--- src/rtl/aludec_pipe.sv ---
// Multi-lane MIPS ALU-control decoder with a single valid/ready output register,
// flush, reserved-instruction flags and a wrapping decoded-lane counter.
module aludec_pipe #(
   parameter int unsigned LANES   = 1,
   parameter bit          COP0_EN = 1'b1,
   parameter int unsigned CNT_W   = 32
) (
   input  logic                 clk,
   input  logic                 resetn,
   input  logic                 flush,
   input  logic                 in_valid,
   output logic                 in_ready,
   input  logic [32*LANES-1:0]  in_instr,
   input  logic [LANES-1:0]     in_lane_vld,
   output logic                 out_valid,
   input  logic                 out_ready,
   output logic [8*LANES-1:0]   out_alucontrol,
   output logic [LANES-1:0]     out_ri,
   output logic [LANES-1:0]     out_lane_vld,
   output logic [CNT_W-1:0]     dec_cnt
);

   localparam int unsigned IW = 32;
   localparam int unsigned AW = 8;

   localparam logic [7:0] EXE_NOP_OP    = 8'b0000_0000;
   localparam logic [7:0] EXE_AND_OP    = 8'b0010_0100;
   localparam logic [7:0] EXE_OR_OP     = 8'b0010_0101;
   localparam logic [7:0] EXE_XOR_OP    = 8'b0010_0110;
   localparam logic [7:0] EXE_NOR_OP    = 8'b0010_0111;
   localparam logic [7:0] EXE_ANDI_OP   = 8'b0101_1001;
   localparam logic [7:0] EXE_ORI_OP    = 8'b0101_1010;
   localparam logic [7:0] EXE_XORI_OP   = 8'b0101_1011;
   localparam logic [7:0] EXE_LUI_OP    = 8'b0101_1100;
   localparam logic [7:0] EXE_SLL_OP    = 8'b0111_1100;
   localparam logic [7:0] EXE_SLLV_OP   = 8'b0000_0100;
   localparam logic [7:0] EXE_SRL_OP    = 8'b0000_0010;
   localparam logic [7:0] EXE_SRLV_OP   = 8'b0000_0110;
   localparam logic [7:0] EXE_SRA_OP    = 8'b0000_0011;
   localparam logic [7:0] EXE_SRAV_OP   = 8'b0000_0111;
   localparam logic [7:0] EXE_MFHI_OP   = 8'b0001_0000;
   localparam logic [7:0] EXE_MTHI_OP   = 8'b0001_0001;
   localparam logic [7:0] EXE_MFLO_OP   = 8'b0001_0010;
   localparam logic [7:0] EXE_MTLO_OP   = 8'b0001_0011;
   localparam logic [7:0] EXE_SLT_OP    = 8'b0010_1010;
   localparam logic [7:0] EXE_SLTU_OP   = 8'b0010_1011;
   localparam logic [7:0] EXE_SLTI_OP   = 8'b0101_0111;
   localparam logic [7:0] EXE_SLTIU_OP  = 8'b0101_1000;
   localparam logic [7:0] EXE_ADD_OP    = 8'b0010_0000;
   localparam logic [7:0] EXE_ADDU_OP   = 8'b0010_0001;
   localparam logic [7:0] EXE_SUB_OP    = 8'b0010_0010;
   localparam logic [7:0] EXE_SUBU_OP   = 8'b0010_0011;
   localparam logic [7:0] EXE_ADDI_OP   = 8'b0101_0101;
   localparam logic [7:0] EXE_ADDIU_OP  = 8'b0101_0110;
   localparam logic [7:0] EXE_MULT_OP   = 8'b0001_1000;
   localparam logic [7:0] EXE_MULTU_OP  = 8'b0001_1001;
   localparam logic [7:0] EXE_DIV_OP    = 8'b0001_1010;
   localparam logic [7:0] EXE_DIVU_OP   = 8'b0001_1011;
   localparam logic [7:0] EXE_J_OP      = 8'b0100_1111;
   localparam logic [7:0] EXE_JAL_OP    = 8'b0101_0000;
   localparam logic [7:0] EXE_JALR_OP   = 8'b0000_1001;
   localparam logic [7:0] EXE_BEQ_OP    = 8'b0101_0001;
   localparam logic [7:0] EXE_BGEZ_OP   = 8'b0100_0001;
   localparam logic [7:0] EXE_BGEZAL_OP = 8'b0100_1011;
   localparam logic [7:0] EXE_BGTZ_OP   = 8'b0101_0100;
   localparam logic [7:0] EXE_BLEZ_OP   = 8'b0101_0011;
   localparam logic [7:0] EXE_BLTZ_OP   = 8'b0100_0000;
   localparam logic [7:0] EXE_BLTZAL_OP = 8'b0100_1010;
   localparam logic [7:0] EXE_BNE_OP    = 8'b0101_0010;
   localparam logic [7:0] EXE_LB_OP     = 8'b1110_0000;
   localparam logic [7:0] EXE_LBU_OP    = 8'b1110_0100;
   localparam logic [7:0] EXE_LH_OP     = 8'b1110_0001;
   localparam logic [7:0] EXE_LHU_OP    = 8'b1110_0101;
   localparam logic [7:0] EXE_LW_OP     = 8'b1110_0011;
   localparam logic [7:0] EXE_SB_OP     = 8'b1110_1000;
   localparam logic [7:0] EXE_SH_OP     = 8'b1110_1001;
   localparam logic [7:0] EXE_SW_OP     = 8'b1110_1011;

   // Returns {ri, alucontrol} for one instruction.
   function automatic logic [AW:0] decode_lane(input logic [5:0] op,
                                               input logic [5:0] funct,
                                               input logic [4:0] rt);
      logic [AW-1:0] alu;
      logic          ri;
      alu = EXE_NOP_OP;
      ri  = 1'b0;
      case (op)
         6'b000000: begin
            case (funct)
               6'b100100: alu = EXE_AND_OP;
               6'b100101: alu = EXE_OR_OP;
               6'b100110: alu = EXE_XOR_OP;
               6'b100111: alu = EXE_NOR_OP;
               6'b000000: alu = EXE_SLL_OP;
               6'b000010: alu = EXE_SRL_OP;
               6'b000011: alu = EXE_SRA_OP;
               6'b000100: alu = EXE_SLLV_OP;
               6'b000110: alu = EXE_SRLV_OP;
               6'b000111: alu = EXE_SRAV_OP;
               6'b010000: alu = EXE_MFHI_OP;
               6'b010001: alu = EXE_MTHI_OP;
               6'b010010: alu = EXE_MFLO_OP;
               6'b010011: alu = EXE_MTLO_OP;
               6'b100000: alu = EXE_ADD_OP;
               6'b100001: alu = EXE_ADDU_OP;
               6'b100010: alu = EXE_SUB_OP;
               6'b100011: alu = EXE_SUBU_OP;
               6'b101010: alu = EXE_SLT_OP;
               6'b101011: alu = EXE_SLTU_OP;
               6'b011000: alu = EXE_MULT_OP;
               6'b011001: alu = EXE_MULTU_OP;
               6'b011010: alu = EXE_DIV_OP;
               6'b011011: alu = EXE_DIVU_OP;
               // jr shares the jump code; the EX stage distinguishes by register source
               6'b001000: alu = EXE_J_OP;
               6'b001001: alu = EXE_JALR_OP;
               default:   ri  = 1'b1;
            endcase
         end
         6'b000001: begin
            case (rt)
               5'b00001: alu = EXE_BGEZ_OP;
               5'b10001: alu = EXE_BGEZAL_OP;
               5'b00000: alu = EXE_BLTZ_OP;
               5'b10000: alu = EXE_BLTZAL_OP;
               default:  ri  = 1'b1;
            endcase
         end
         6'b001100: alu = EXE_ANDI_OP;
         6'b001110: alu = EXE_XORI_OP;
         6'b001111: alu = EXE_LUI_OP;
         6'b001101: alu = EXE_ORI_OP;
         6'b001000: alu = EXE_ADDI_OP;
         6'b001001: alu = EXE_ADDIU_OP;
         6'b001010: alu = EXE_SLTI_OP;
         6'b001011: alu = EXE_SLTIU_OP;
         6'b000100: alu = EXE_BEQ_OP;
         6'b000101: alu = EXE_BNE_OP;
         6'b000111: alu = EXE_BGTZ_OP;
         6'b000110: alu = EXE_BLEZ_OP;
         6'b000010: alu = EXE_J_OP;
         6'b000011: alu = EXE_JAL_OP;
         6'b100000: alu = EXE_LB_OP;
         6'b100100: alu = EXE_LBU_OP;
         6'b100001: alu = EXE_LH_OP;
         6'b100101: alu = EXE_LHU_OP;
         6'b100011: alu = EXE_LW_OP;
         6'b101000: alu = EXE_SB_OP;
         6'b101001: alu = EXE_SH_OP;
         6'b101011: alu = EXE_SW_OP;
         6'b111111: alu = 8'hFF;
         6'b010000: ri  = ~COP0_EN;
         default:   ri  = 1'b1;
      endcase
      return {ri, alu};
   endfunction

   logic                 valid_q, valid_d;
   logic [AW*LANES-1:0]  alu_q, alu_d;
   logic [LANES-1:0]     ri_q, ri_d;
   logic [LANES-1:0]     lvld_q, lvld_d;
   logic [CNT_W-1:0]     cnt_q, cnt_d;

   logic [AW*LANES-1:0]  dec_alu_c;
   logic [LANES-1:0]     dec_ri_c;
   logic [CNT_W-1:0]     pop_c;
   logic                 accept_c;
   logic                 xfer_c;
   logic                 instr_unused_c;

   // Per-lane decode; invalid lanes are forced to a clean NOP with no ri flag.
   always_comb begin
      logic [AW:0] res;
      dec_alu_c      = '0;
      dec_ri_c       = '0;
      instr_unused_c = 1'b0;
      for (int i = 0; i < int'(LANES); i++) begin
         res = decode_lane(in_instr[IW*i+26 +: 6], in_instr[IW*i +: 6],
                           in_instr[IW*i+16 +: 5]);
         instr_unused_c = instr_unused_c ^ (^in_instr[IW*i+21 +: 5])
                                         ^ (^in_instr[IW*i+6 +: 10]);
         if (in_lane_vld[i]) begin
            dec_alu_c[AW*i +: AW] = res[AW-1:0];
            dec_ri_c[i]           = res[AW];
         end
      end
   end

   always_comb begin
      pop_c = '0;
      for (int i = 0; i < int'(LANES); i++) begin
         pop_c = pop_c + CNT_W'(lvld_q[i]);
      end
   end

   assign in_ready = resetn & (~valid_q | out_ready);
   assign accept_c = in_valid & in_ready;
   assign xfer_c   = valid_q & out_ready;

   // Flush outranks both accept and transfer, and suppresses counting.
   always_comb begin
      valid_d = valid_q;
      alu_d   = alu_q;
      ri_d    = ri_q;
      lvld_d  = lvld_q;
      cnt_d   = cnt_q;
      if (flush) begin
         valid_d = 1'b0;
         alu_d   = '0;
         ri_d    = '0;
         lvld_d  = '0;
      end else begin
         if (xfer_c) begin
            cnt_d = cnt_q + pop_c;
         end
         if (accept_c) begin
            valid_d = 1'b1;
            alu_d   = dec_alu_c;
            ri_d    = dec_ri_c;
            lvld_d  = in_lane_vld;
         end else if (xfer_c) begin
            valid_d = 1'b0;
         end
      end
   end

   always_ff @(posedge clk) begin
      if (!resetn) begin
         valid_q <= 1'b0;
         alu_q   <= '0;
         ri_q    <= '0;
         lvld_q  <= '0;
         cnt_q   <= '0;
      end else begin
         valid_q <= valid_d;
         alu_q   <= alu_d;
         ri_q    <= ri_d;
         lvld_q  <= lvld_d;
         cnt_q   <= cnt_d;
      end
   end

   assign out_valid      = valid_q;
   assign out_alucontrol = alu_q;
   assign out_ri         = ri_q;
   assign out_lane_vld   = lvld_q;
   assign dec_cnt        = cnt_q;

endmodule

--- config.mk ---
export PLATFORM = sky130hd
export DESIGN_NAME = aludec_pipe
export DESIGN_NICKNAME = d
export VERILOG_FILES = /design/src/rtl/aludec_pipe.sv
export SDC_FILE = /design/constraint.sdc
export NUM_CORES = 1
export LEC_CHECK = 0
export BUFFER_PORTS_ARGS = -buffer_cell sky130_fd_sc_hd__buf_2
export CAP_MARGIN = 30
export CORE_ASPECT_RATIO = 1.2
export CORE_MARGIN = 1
export CORE_UTILIZATION = 41
export DETAILED_ROUTE_END_ITERATION = 7
export MAX_ROUTING_LAYER = met4
export PLACE_DENSITY = 0.67
export SLEW_MARGIN = 15
export SYNTH_ARGS = -nofsm -noshare
export SYNTH_HDL_FRONTEND = slang
export SYNTH_SLANG_ARGS = --single-unit
--- constraint.sdc ---
create_clock -name clk -period 2.1 [get_ports clk]
set_input_delay 0.21 -clock clk [delete_from_list [all_inputs] [get_ports clk]]
set_output_delay 0.21 -clock clk [all_outputs]
set_load 0.01 [all_outputs]
# Yosys cells after proc, flatten, opt, wreduce, memory -nomap -nowiden

Cells that the tools add are included.

Word-level logic and storage cells: 85
Bits in registers: 43
Output and inout bits: 44

Multiplexer cells: 10
Equal/unequal tests: 53
Bitwise operators: 7
Add/subtract/negate cells: 1
Reduce and logical (&&, ||, !) cells: 9

Operator list:

| cell                                          | count |
|---|---|
| case mux 8 bit (25 select lines)              | 1 |
| case mux 7 bit (26 select lines)              | 1 |
| == test 6 bit, second input constant          | 19 |
| == test 6 x 4 -> 1 bit, second input constant | 10 |
| == test 6 x 5 -> 1 bit, second input constant | 9 |
| == test 6 x 3 -> 1 bit, second input constant | 7 |
| adder 32 x 1 -> 32 bit                        | 1 |
| case mux 7 bit (4 select lines)               | 1 |
| OR reduction 26 bit                           | 1 |
| == test 6 x 2 -> 1 bit, second input constant | 4 |
| OR reduction 24 bit                           | 1 |
| logical NOT 6 bit                             | 2 |
| == test 5 bit, second input constant          | 2 |
| two-way mux 8 bit                             | 1 |
| == test 6 x 1 -> 1 bit, second input constant | 1 |
| == test 5 x 1 -> 1 bit, second input constant | 1 |
| logical NOT 5 bit                             | 1 |
| two-way mux 1 bit                             | 5 |
| OR reduction 4 bit                            | 1 |
| bitwise AND 1 bit                             | 3 |
| inverter 1 bit                                | 3 |
| case mux 1 bit (3 select lines)               | 1 |
| AND reduction 2 bit                           | 1 |
| nonzero test 2 bit                            | 1 |
| other kinds (2)                               | 2 |

# Logic depth before layout (Yosys ltp)

Gate-level depths: netlist of the first run.

Depth in word-level cells: 5
Depth in mapped cells: 7
Gate-level depth less buffers: 6

# Least setup slack after synthesis of the first run

Ideal clock, no wire load.

Path kind: register to register
Start point: register lvld_q, in the netlist out_lane_vld
End point: register cnt_q[29], in the netlist dec_cnt[29]
Arrival: 1895 ps
Buffers on the path: 1
Period minus slack after synthesis: 1966 ps
Slack: 134 ps
Stages on the path, launching flop included: 8
Cells stage by stage: dfxtp_1 > ha_1 > and2_1 > nand4_1 > or3_4 > buf_6 > or4_1 > a21oi_1

Cells in the longest elaborated chain, start to end: 1

Ends and longest elaborated chain:

| element                | RTL line | RTL |
|---|---|---|
| from (decl)            | 161      | `logic [LANES-1:0] lvld_q, lvld_d;` |
| from (signal assigned) | 238      | `lvld_q <= lvld_d;` |
| adder 32 x 1 -> 32 bit | 214      | `cnt_d = cnt_q + pop_c;` |
| to (signal assigned)   | 239      | `cnt_q <= cnt_d;` |
| to (decl)              | 162      | `logic [CNT_W-1:0] cnt_q, cnt_d;` |

Every way passes these cells.
A chain may end at the register's enable or synchronous reset.

# Final worst setup path of the first run

Start point: register cnt_q[5], in the netlist dec_cnt[5]
End point: register cnt_q[27], in the netlist dec_cnt[27]

Cells in the longest elaborated chain, start to end: 1

Ends and longest elaborated chain:

| element                | RTL line |
|---|---|
| adder 32 x 1 -> 32 bit | 214 |

Every way passes these cells.

==> results.json, run 1 <==
{
  "root_buffer": "clkbuf_8",
  "period_minus_slack_ps": 1928,
  "synth_cell_types": 57,
  "start_kind": "register",
  "die_h_microns": 88.16,
  "cts.sinks": 43,
  "fill_cells": 605,
  "grt_pass1_wl_microns": 10240,
  "wl_per_cell_microns": 13.21,
  "htreeDepth": 2,
  "slew_viol_final": 0,
  "post-cts-setup-buffers": 0,
  "pwr-share-comb": 0.119,
  "clk_latency_ps": 300,
  "cts_max_path_buffers": 2,
  "ys_ff_latch": 43,
  "dp.cells": 466,
  "r2r_start": "dec_cnt[5]",
  "worst_slack_ps": 172.2,
  "min_path_type": "in -> reg",
  "hold_end": "out_valid",
  "nets": 431,
  "vias": 2612,
  "antenna_found_initial": 0,
  "max_freq_mhz": 518.7,
  "worst_r2r_path_depth": 5,
  "dr.first_iter.drc_count": 72,
  "reg2reg_to": "dec_cnt[27]",
  "grt_overflow": 0,
  "place_ws_ps": 172.3,
  "num_antenna_cells": 0,
  "clk_pin_slew_ps": 80,
  "fin_worst_skew_ps": 7.898,
  "regArea_sq_um": 860.8,
  "critical_path_class": "reg -> reg",
  "synth_edf_count": 0,
  "multi_input_area_sq_mm": 0.001555,
  "p_per_area_mw_per_mm2": 490.9,
  "finish.utilization": 0.5116,
  "stdcell_area_sq_mm": 0.003075,
  "cts_buffers": 5,
  "drc_errors": 0,
  "rsz0062_at_grt": "no",
  "firstDrtPassIters": 4,
  "maxCapViolCount": 0,
  "start_util": 0.4219,
  "seq_power_share": 0.543,
  "clock_power_share": 0.338,
  "cts_tree": "built",
  "power.total_mw": 1.510,
  "fin_tns_setup_ps": 0,
  "io_buffers": 66,
  "async_reset_ff_frac": 0,
  "avgViaCountPerCell": 5.511,
  "critical_path_arrival_ps": 2160,
  "tightest_slew_ps": 442.1,
  "hpwl_microns": 4755,
  "swShare": 0.2614,
  "power_switching_mw": 0.3947,
  "drive_gt1_frac": 0.2398,
  "cts_hold_buf": 0,
  "finalCritPeriodShare": 0.9180,
  "cts_resized": 0,
  "ys_seq_area_frac": 0.3394,
  "synthCells": 321,
  "syn_avg_cell_area_sq_um": 7.901,
  "status": "complete, no violations",
  "syn_area_sq_mm": 0.002536,
  "first_global_vias": 2251,
  "holdPathStages": 3,
  "p_int_mw": 1.115,
  "fp-row-count": 31,
  "finalNonFillerCells": 474,
  "die_w_microns": 73.80,
  "grt_max_degree": 32,
  "r2r_setup_slack_ps": 170,
  "hold_viol": 0,
  "worstSetupEndpointType": "register",
  "peakVddDrop_uv": 253.1,
  "cp_max_fo": 11,
  "ioPinCount": 82,
  "gp_congestion": 0.9302,
  "core_sq_mm": 0.006012,
  "wl_microns": 6261,
  "syn_nets": 361,
  "hp-start": "in_valid",
  "place_area_sq_mm": 0.002992,
  "detail-route-antenna-nets": 0,
  "finalSetupViolCount": 0,
  "slew_headroom": 0.7042,
  "static-leakage-power_nw": 1.255,
  "grtUsageTotal": 0.2090,
  "required_ps": 2330,
  "die-area_sq_mm": 0.006505,
  "yosysWarnings": 0,
  "timing.hold.ws_ps": 169.8,
  "synth_ff_type": "dfxtp_1",
  "area_growth_pct": 21.26
}
Yosys cell counts, drive strengths merged (5+ instances only):
cell type  instances  area (sq um)
and4               5         43.79
and2               5         31.28
nand4              9         71.32
inv               10         37.54
nand2             25         93.84
nand2b             8         50.05
xnor2             12         105.1
nor3               8         40.04
a21oi             24         120.1
xor2               7         61.31
or3               10         68.82
nand3             14         70.07
clkbuf            13         48.80
nor4               8         50.05
o21ai             13         65.06
dfxtp             43         860.8
nor2              40         150.1
a22o               5         43.79
power groups by stage:
| stage | logic (mW) | clock network, mW | registers (mW) |
|---|---|---|---|
| floorplan | 0.112 | 0 | 0.840 |
| global route | 0.199 | 0.570 | 0.820 |
| detailed placement | 0.179 | 0 | 0.839 |
| CTS | 0.180 | 0.532 | 0.819 |
| finish | 0.180 | 0.510 | 0.819 |
| global placement | 0.176 | 0 | 0.839 |
state kept, by name (all words and copies together), names as in the netlist:
register        count
out_alucontrol      8
out_lane_vld        1
out_valid           1
dec_cnt            32
out_ri              1
worst max path at each step:
stage / startpoint / to / cells after the start
global route: out_lane_vld / dec_cnt[29] / 6
CTS: out_lane_vld / dec_cnt[29] / 6
global placement: in_instr[3] / out_alucontrol[4] / 6
finish: dec_cnt[5] / dec_cnt[27] / 5
floorplan: out_lane_vld / dec_cnt[29] / 7
detailed placement: out_lane_vld / dec_cnt[29] / 6
logic make-up after synthesis:
logic type,after synthesis,share of synthesized area
AO/OA/AOI/OAI,79,0.2097
AND/OR/NAND/NOR,147,0.3123
multiplexers,4,0.01579
adder cells (fa/ha/maj),2,0.009865
flip-flops,43,0.3394
XOR/XNOR,19,0.06561
buffers and inverters,27,0.04736
per-layer routing:
layer | share of wire | routed length [microns] | vias up | track usage
li1 | - | - | 1324 | -
met1 | 0.43 | 2675 | 1192 | 0.2423
met2 | 0.50 | 3112 | 86 | 0.3528
met3 | 0.056 | 351 | 10 | 0.03797
met4 | 0.019 | 122 | 0 | 0.08392
met5 | 0 | 0 | - | -
cells in the final DEF (no fill, tap or decap), types with 7 or more instances in the layout:
master,instances
a21oi_1,24
buf_2,66
buf_4,14
dfxtp_1,43
inv_1,10
nand2_1,25
nand2b_1,8
nand3_1,14
nand4_1,8
nor2_1,40
nor3_1,8
nor4_1,8
o21ai_0,13
or3_1,8
xnor2_1,12
xor2_1,7
critical path: stages, from the launching register on:
cell,delay (ps)
dfxtp_1,410
and4_1,320
nand4_4,120
or3_4,450
or4_1,420
a21oi_1,140
cell type report:
type	instances	share of cell area
clock buffers	5	0.02238
clock inverters	3	0.004882
inverters	10	0.01221
multi-input cells	251	0.5057
flip-flops and latches	43	0.2799
well taps	82	0.03336
repair buffers	80	0.1416
Note: power is estimated with default switching activity, not from simulation.
==> inputs of run 2 (changes only) <==
--- a/config.mk
+++ b/config.mk
@@ -5,6 +5,7 @@
 export SDC_FILE = /design/constraint.sdc
 export NUM_CORES = 1
 export LEC_CHECK = 0
+export ABC_AREA = 1
 export BUFFER_PORTS_ARGS = -buffer_cell sky130_fd_sc_hd__buf_2
 export CAP_MARGIN = 30
 export CORE_ASPECT_RATIO = 1.2
@@ -12,7 +13,7 @@
 export CORE_UTILIZATION = 41
 export DETAILED_ROUTE_END_ITERATION = 7
 export MAX_ROUTING_LAYER = met4
-export PLACE_DENSITY = 0.67
+export PLACE_DENSITY = 0.65
 export SLEW_MARGIN = 15
 export SYNTH_ARGS = -nofsm -noshare
 export SYNTH_HDL_FRONTEND = slang
==> constraint.sdc (replaced) <==
create_clock -name clk -period 2.5 [get_ports clk]
set_input_delay 0.25 -clock clk [delete_from_list [all_inputs] [get_ports clk]]
set_output_delay 0.25 -clock clk [all_outputs]
set_load 0.01 [all_outputs]
==> run 2 against run 1 <==
Effect of this change:
- via count up 23%
- combinational power down 14%
- final cell count up 31%
- maximum frequency down 1.6%
- die area up 15%
- critical endpoint is now dec_cnt[16]
- setup slack better by 370 ps
- non-clock buffer count down 13
==> results.json, run 2 <==
{
  "yosysWarnings": 0,
  "drive_gt1_frac": 0.2090,
  "holdPathStages": 3,
  "synth_area_leaders": "dfxtp_1 29%, nand2_1 15%, nor2_1 9.1%",
  "cp_max_fo": 5,
  "io_buffers": 66,
  "power_switching_mw": 0.3370,
  "synth_top_area_share": 0.2948,
  "synth_ff_type": "dfxtp_1",
  "slew_headroom": 0.7377,
  "die_w_microns": 79.04,
  "final_cell_mix": "119 x nand2_1, 71 x nor2_1, 66 x buf_2",
  "die_h_microns": 94.45,
  "finalNonFillerCells": 623,
  "hp-start": "in_valid",
  "nets": 576,
  "peakVddDrop_uv": 234.2,
  "hold_end": "out_valid",
  "ys_seq_area_frac": 0.2948,
  "critical_path_arrival_ps": 2140,
  "slew_viol_final": 0,
  "finalSetupViolCount": 0,
  "final_common_cell": "nand2_1",
  "htreeDepth": 2,
  "syn_area_sq_mm": 0.002920,
  "dp.cells": 616,
  "worst_slack_ps": 540.6,
  "detail-route-antenna-nets": 0,
  "yosysMostFrequentCell": "nand2_1",
  "num_antenna_cells": 0,
  "drc_errors": 0,
  "r2r_setup_slack_ps": 540,
  "cts_hold_buf": 0,
  "clock_power_share": 0.347,
  "slowest_delay_ps": 360,
  "cts.sinks": 43,
  "swShare": 0.2613,
  "hpwl_microns": 6091,
  "grt_pass1_wl_microns": 12640,
  "p_per_area_mw_per_mm2": 380.3,
  "status": "complete, no violations",
  "grt_max_degree": 21,
  "ioPinCount": 82,
  "largest_reg_flops": 32,
  "fin_worst_skew_ps": 6.626,
  "fin_tns_setup_ps": 0,
  "cts_buffers": 5,
  "power.total_mw": 1.290,
  "finish.utilization": 0.4947,
  "fp-row-count": 33,
  "critical_path_class": "reg -> reg",
  "hold_viol": 0,
  "regArea_sq_um": 860.8,
  "synth_compound_area_frac": 0.09340,
  "crit_slowest_cell": "dfxtp_1",
  "synth_common_cells": "119 x nand2_1, 71 x nor2_1, 46 x inv_1",
  "rsz0062_at_grt": "no",
  "wl_microns": 7677,
  "area_growth_pct": 16.11,
  "gp_congestion": 0.9095,
  "dr.first_iter.drc_count": 130,
  "maxCapViolCount": 0,
  "synth.area.mux_share": 0,
  "async_reset_ff_frac": 0,
  "required_ps": 2680,
  "cts_max_path_buffers": 2,
  "core_sq_mm": 0.006854,
  "clk_latency_ps": 290,
  "root_buffer": "clkbuf_8",
  "reg2reg_to": "dec_cnt[16]",
  "grtUsageTotal": 0.2177,
  "wl_per_cell_microns": 12.32,
  "fill_cells": 745,
  "tightest_slew_ps": 392.4,
  "multi_input_area_sq_mm": 0.001793,
  "place_ws_ps": 552.6,
  "clk_pin_slew_ps": 80,
  "max_freq_mhz": 510.4,
  "worstSetupEndpointType": "register",
  "static-leakage-power_nw": 1.550,
  "synth_edf_count": 0,
  "pwr-share-comb": 0.119,
  "start_kind": "register",
  "start_util": 0.4261,
  "synthSimpleGateAreaFrac": 0.4910,
  "grt_overflow": 0,
  "seq_power_share": 0.534,
  "post-cts-setup-buffers": 0,
  "first_global_vias": 2843,
  "crit_top_cell": "nand3_1",
  "antenna_found_initial": 0,
  "period_minus_slack_ps": 1959,
  "avgViaCountPerCell": 5.140,
  "worst_r2r_path_depth": 9,
  "synthXorXnorAreaFrac": 0.02099,
  "r2r_start": "out_lane_vld",
  "netlist.top_cell.by_area": "dfxtp_1",
  "path_cells": "ha_1 > ha_1 > nand3_1 > nor2_1 > nand3_1 > nor2_2 > nand3_1 > o21ai_0 > a21oi_1",
  "die-area_sq_mm": 0.007465,
  "ys_ff_latch": 43,
  "p_int_mw": 0.9527,
  "syn_nets": 512,
  "cts_resized": 0,
  "synthAdderAreaFrac": 0.008569,
  "finalCritPeriodShare": 0.7838,
  "syn_avg_cell_area_sq_um": 6.187,
  "firstDrtPassIters": 4,
  "synth_top_family_by_area": "simple AND/OR/NAND/NOR gates",
  "vias": 3202,
  "min_path_type": "in -> reg",
  "synthCells": 472,
  "synth_cell_types": 33,
  "cts_tree": "built"
}
run 2: changes by cell type in the layout (fill, tap and decap cells not counted), sizes merged, moves of 6 or more:
cell,change
nand3,+35
nor2,+44
buf,-13
xnor2,-9
nand2,+99
nand4,+13
nor3,+9
or3,-10
nand2b,-8
o21ai,+6
nor4,-6
inv,+43
run 2: metrics by stage:
step / instance area [sq um] / hold WS, ps
floorplan: 2920 / 370.7
global placement: 3303 / 452.9
detailed placement: 3303 / 455.7
CTS: 3391 / 177.2
global route: 3391 / 224.2
finish: 3391 / 187.0
run 2: area by class of cell:
cell class | count | area share
Inverter | 54 | 0.05978
Tap cell | 87 | 0.03210
Timing Repair Buffer | 67 | 0.09963
Sequential cell | 43 | 0.2539
Multi-Input combinational cell | 365 | 0.5288
Clock inverter | 1 | 0.001476
Clock buffer | 6 | 0.02435
run 2: logic make-up (layout without fill, tap and decap cells):
logic type / count (synthesis) / count (layout)
compound gates: 51 / 51
xor+xnor: 7 / 7
fa+ha+maj: 2 / 2
buf+inv: 64 / 128
flops: 43 / 43
simple gates: 305 / 305
run 2: critical path, delay by kind of cell, from the launching register on:
| family | cells | cell delay [ps] |
|---|---|---|
| AO/OA/AOI/OAI | 2 | 200 |
| flip-flops | 1 | 360 |
| AND/OR/NAND/NOR | 5 | 840 |
| adder cells (fa/ha/maj) | 2 | 440 |
run 2: worst max-delay path by stage:
stage                       startpoint          end  slack (ps)  cells after the start
after floorplan           out_lane_vld  dec_cnt[16]         730                      9
after global placement    out_lane_vld  dec_cnt[16]         560                      9
after detailed placement  out_lane_vld  dec_cnt[18]         550                      9
after CTS                 out_lane_vld  dec_cnt[18]         530                      9
after global routing      out_lane_vld  dec_cnt[20]         220                      9
final                     out_lane_vld  dec_cnt[16]         540                      9
run 2: layer usage:
metal	up-vias	part of all wire	global-route usage
li1	1668	-	-
met1	1456	0.44	0.2488
met2	70	0.53	0.3973
met3	8	0.026	0.02609
met4	0	0.0044	0.05909
met5	-	0	-
run 2: power by group through the flow:
stage	Sequential, mW	Clock (mW)	Combinational (mW)
finish	0.689	0.447	0.154
global route	0.689	0.495	0.172
CTS	0.689	0.465	0.153
detailed placement	0.705	0	0.153
global placement	0.705	0	0.150
floorplan	0.706	0	0.103
